==> config.mk <==
export PLATFORM = sky130hd
export DESIGN_NAME = mem_xfer_seq
export DESIGN_NICKNAME = d
export VERILOG_FILES = /design/src/rtl/mem_xfer_seq.sv
export SDC_FILE = /design/constraint.sdc
export NUM_CORES = 1
export LEC_CHECK = 0
export CAP_MARGIN = 0
export CORE_AREA = 2 2 54 56
export CTS_BUF_LIST = sky130_fd_sc_hd__clkbuf_8 sky130_fd_sc_hd__clkbuf_16
export DETAILED_ROUTE_END_ITERATION = 8
export DIE_AREA = 0 0 56 58
export MAX_ROUTING_LAYER = met4
export PLACE_DENSITY = 0.6
export SYNTH_ARGS = -nofsm -noshare
export SYNTH_HDL_FRONTEND = slang
export SYNTH_SLANG_ARGS = --single-unit
==> constraint.sdc <==
create_clock -name Clk -period 1.7 [get_ports Clk]
set_input_delay 0.34 -clock Clk [delete_from_list [all_inputs] [get_ports Clk]]
set_output_delay 0.34 -clock Clk [all_outputs]
set_load 0.01 [all_outputs]
==> src/rtl/mem_xfer_seq.sv <==
// mem_xfer_seq: sequences one load/store request into one or two 32-bit memory words; optional watchdog via SEQ_TIMEOUT_EN
module mem_xfer_seq #(
  parameter int TIMEOUT = 15
) (
  input  logic Clk,
  input  logic Reset,
  input  logic start,
  input  logic op_wr,
  input  logic op_dbl,
  input  logic op_fp,
  input  logic op_stk,
  input  logic mem_rdy,
  output logic dMem_cs,
  output logic dMem_rd,
  output logic dMem_wr,
  output logic dMem_addr_sel,
  output logic RdBuf1_ld,
  output logic RdBuf0_ld,
  output logic WrBuf1_oe,
  output logic WrBuf0_oe,
  output logic FP1_oe,
  output logic FP0_oe,
  output logic MAR_inc,
  output logic SP_inc,
  output logic SP_dec,
  output logic busy,
  output logic done,
  output logic err
);
  typedef enum logic [1:0] {IDLE, ACCESS, ADVANCE, DONE} state_t;
  state_t state, nxt;
  logic wr, fp, stk, hi, rd1_en, rd0_en, tmo;
  logic n_wr, n_fp, n_stk, n_hi, acc, adv;
`ifdef SEQ_TIMEOUT_EN
  logic [7:0] cnt;
`endif
  // next state, next latched operands and the Moore decode of the next state
  always_comb begin
`ifdef SEQ_TIMEOUT_EN
    tmo = state == ACCESS && !mem_rdy && cnt == 8'(TIMEOUT);
`else
    tmo = 1'b0;
`endif
    nxt = state == IDLE ? (start ? ACCESS : IDLE) :
          state == ACCESS ? (mem_rdy ? ADVANCE : tmo ? DONE : ACCESS) :
          state == ADVANCE ? (hi ? ACCESS : DONE) : IDLE;
    n_wr = state == IDLE ? op_wr : wr;
    n_fp = state == IDLE ? op_fp : fp;
    n_stk = state == IDLE ? op_stk : stk;
    n_hi = state == IDLE ? op_dbl : state == ADVANCE ? 1'b0 : hi;
    acc = nxt == ACCESS;
    adv = nxt == ADVANCE;
  end
  // state, operand latches and registered outputs
  always_ff @(posedge Clk) begin
    if (Reset) begin
      state <= IDLE;
      {wr, fp, stk, hi, rd1_en, rd0_en} <= '0;
      {dMem_cs, dMem_rd, dMem_wr, dMem_addr_sel} <= '0;
      {WrBuf1_oe, WrBuf0_oe, FP1_oe, FP0_oe} <= '0;
      {MAR_inc, SP_inc, SP_dec, busy, done} <= '0;
    end else begin
      state <= nxt;
      wr <= n_wr;
      fp <= n_fp;
      stk <= n_stk;
      hi <= n_hi;
      dMem_cs <= acc;
      dMem_rd <= acc && !n_wr;
      dMem_wr <= acc && n_wr;
      dMem_addr_sel <= nxt != IDLE && n_stk;
      rd1_en <= acc && !n_wr && n_hi;
      rd0_en <= acc && !n_wr && !n_hi;
      WrBuf1_oe <= acc && n_wr && !n_fp && n_hi;
      WrBuf0_oe <= acc && n_wr && !n_fp && !n_hi;
      FP1_oe <= acc && n_wr && n_fp && n_hi;
      FP0_oe <= acc && n_wr && n_fp && !n_hi;
      MAR_inc <= adv && !n_stk;
      SP_dec <= adv && n_stk && n_wr;
      SP_inc <= adv && n_stk && !n_wr;
      busy <= nxt != IDLE;
      done <= nxt == DONE;
    end
  end
`ifdef SEQ_TIMEOUT_EN
  // watchdog: clears on ACCESS entry, counts wait cycles, flags the abort
  always_ff @(posedge Clk) begin
    if (Reset) begin
      cnt <= '0;
      err <= 1'b0;
    end else begin
      cnt <= (nxt == ACCESS && state != ACCESS) ? 8'd0 : (state == ACCESS && !mem_rdy) ? cnt + 8'd1 : cnt;
      err <= tmo;
    end
  end
`else
  assign err = 1'b0;
`endif
  assign RdBuf1_ld = rd1_en && mem_rdy;
  assign RdBuf0_ld = rd0_en && mem_rdy;
endmodule

==> flow_summary_export.csv <==
group,metric,value,unit
clock_tree,cts_hold_buf,0,
place,io_buffers,22,
final_layout,syn_to_final_growth,39.9,%
drt,drtAntennaViolNets,0,
timing,finalSetupViolations,0,
yosys,synth_top_area_share,54.7,%
clock_tree,cts.sinks,21,
clock_tree,cts_resized,2,
critical_path,max_stage_delay,500,ps
clock_tree,cts_max_level,1,
yosys,avgSynthCellArea,11.3,um2
yosys,ys_top_cells_by_area,"dfxtp_1 55%, nor2_1 5.4%, mux2_2 4.4%",
clock_tree,clk_pin_slew,70,ps
timing,fin_crit_sh,93.2,%
floorplan,rows,19,
yosys,synthesis.instances,68,
critical_path,path_max_fanout,3,
critical_path,required,1360,ps
yosys,yosys_warnings,0,
run,maxCapViolations,0,
critical_path,crit_path_cell_trace,"clkdlybuf4s50_1, and2_1, dlygate4sd2_1",
final_layout,mostFrequentLayoutCells,"21 x dfxtp_1, 20 x clkdlybuf4s50_1, 11 x nor2_1, 5 x buf_4, 4 x nor4_1",
final_layout,antenna_cells,0,
floorplan,io_pins,24,
place,gp_congestion,0.762,
clock_tree,root_buffer,"clkbuf_8",
drt,drc,0,
yosys,syn_nets,76,
drt,drtPass1Iterations,3,
drt,wl_per_cell,11.0,um
critical_path,worstPathArrival,1240,ps
timing,finalCriticalPeriod,1580,ps
critical_path,cp-start-kind,"input port",
global_route,grt_overflow,0,
drt,via_per_inst,4.33,
power,power.leakage,0.430,nW
yosys,netlist_area,768,um2
clock_tree,insertion_delay,250,ps
timing,fmax,0.631,GHz
worst_hold_path,hold_path_class,"reg2reg",
final_layout,register_area,420,um2
yosys,synth_cell_type_count,25,
final_layout,final_common_cell,"dfxtp_1",
clock_tree,postCtsSetupBuffers,0,
floorplan,die_h,58,um
place,place_hpwl,1110,um
clock_tree,cts-buffers-inserted,3,
final_layout,fillCellCount,271,
timing,report.final.slew_viol_count,0,
final_layout,largest_reg_flops,2,
clock_tree,cts.path.max_buffers,2,
final_layout,drive_gt1_share,15.8,%
run_status,outcome,"completed",
global_route,grt_pass1_wl,2280,um
global_route,grt_start_max_net_pins,13,
critical_path,critPathCaptureType,"output port",
yosys,ys_seq_area_share,54.7,%
global_route,track_usage,9.56,%
final_layout,fin_nets,104,
timing,setup-tns-final,0,ps
final_layout,top_register,"state",
global_route,antenna_found_initial,0,
critical_path,worstSetupPathType,"in2out",
final_layout,multiInputGateArea,310,um2
floorplan,die_w,56,um
global_route,grt_pass1_vias,531,
timing,hold_viol_final,0,
floorplan,initial_core_util,28.9,%
floorplan,design.die.area,0.00325,mm2
yosys,ys_ff_latch,21,
timing,clock_skew,1.63,ps
final_layout,final_util,40.4,%
clock_tree,cts_tree,"yes",
critical_path,cp_slowest_cell,"clkdlybuf4s50_1",
timing,rsz0062_at_grt,"no",
drt,vias,545,
yosys,yosysTopAreaCell,"dfxtp_1",
power,ir_worst_vdd,0.487,mV
floorplan,core_area,0.00266,mm2
drt,drt-total-wl,1390,um
power,p_per_area,954,mW/mm2
drt,first_iter_violations,6,
## cells in the mapped netlist (all sizes together)
cell type and n:
a22o 1, nor4b 3, inv 1, a21oi 3, conb 1, nor4 4, a22oi 1, clkbuf 1
nor3b 1, mux2i 3, nor3 2, nand2b 1, buf 3, and2 2, dfxtp 21, nand4b 1
o21bai 1, o21a 1, nor2b 2, nor2 12, mux2 3
## final timing paths
check / start / slack, ps / cells past startpoint / to
max: mem_rdy / 120 / 3 / RdBuf0_ld
min: stk / 480 / 1 / MAR_inc
max reg2reg: state[0] / 320 / 3 / WrBuf0_oe
min reg2reg: stk / 480 / 1 / MAR_inc
## stage by stage
stage | cell area [um2] | instances | power [mW] | worst slack [ps] | hold WS (ps)
floorplan | 768 | 68 | 0.651 | 485 | 422
global placement | 1030 | 122 | 0.721 | -148 | 466
detailed placement | 1030 | 122 | 0.726 | -157 | 467
CTS | 1070 | 126 | 1.04 | 113 | 477
global route | 1070 | 126 | 1.08 | 69.1 | 494
finish | 1070 | 126 | 1.02 | 116 | 484
## critical path: cells and delay by family
| family | cells | cell delay (ps) |
|---|---|---|
| buffers and inverters | 2 | 760 |
| AND/OR/NAND/NOR | 1 | 140 |
## per-layer routing
| layer | routed length, um | GRT usage, % |
|---|---|---|
| met5 | 0 | - |
| met2 | 662 | 15.3 |
| met1 | 640 | 10.4 |
| met3 | 59 | 2.90 |
| met4 | 27 | 6.12 |
## cell type report
cell class                 count  share of cell area (%)
sequential                    21                    39.1
tap                           31                    3.61
timing repair buffer          27                    23.7
clock inverter                 1                   0.466
inverter                       1                   0.349
clock buffer                   3                    3.84
multi-input combinational     42                    28.9
## logic make-up (layout without fill, tap and decap cells)
family	after synthesis	in the layout	synth area share, %
and+or+nand+nor	28	28	24.1
AOI/OAI and AO/OA	7	7	7.49
DFF	21	21	54.7
muxes	6	6	8.31
buffers and inverters	5	32	4.89
other	1	1	0.488
## power breakdown
part,internal (mW),switching (mW)
clock network,0.163,0.152
registers,0.520,0.0185
logic,0.0929,0.0786
(Power assumes the default switching activity.)
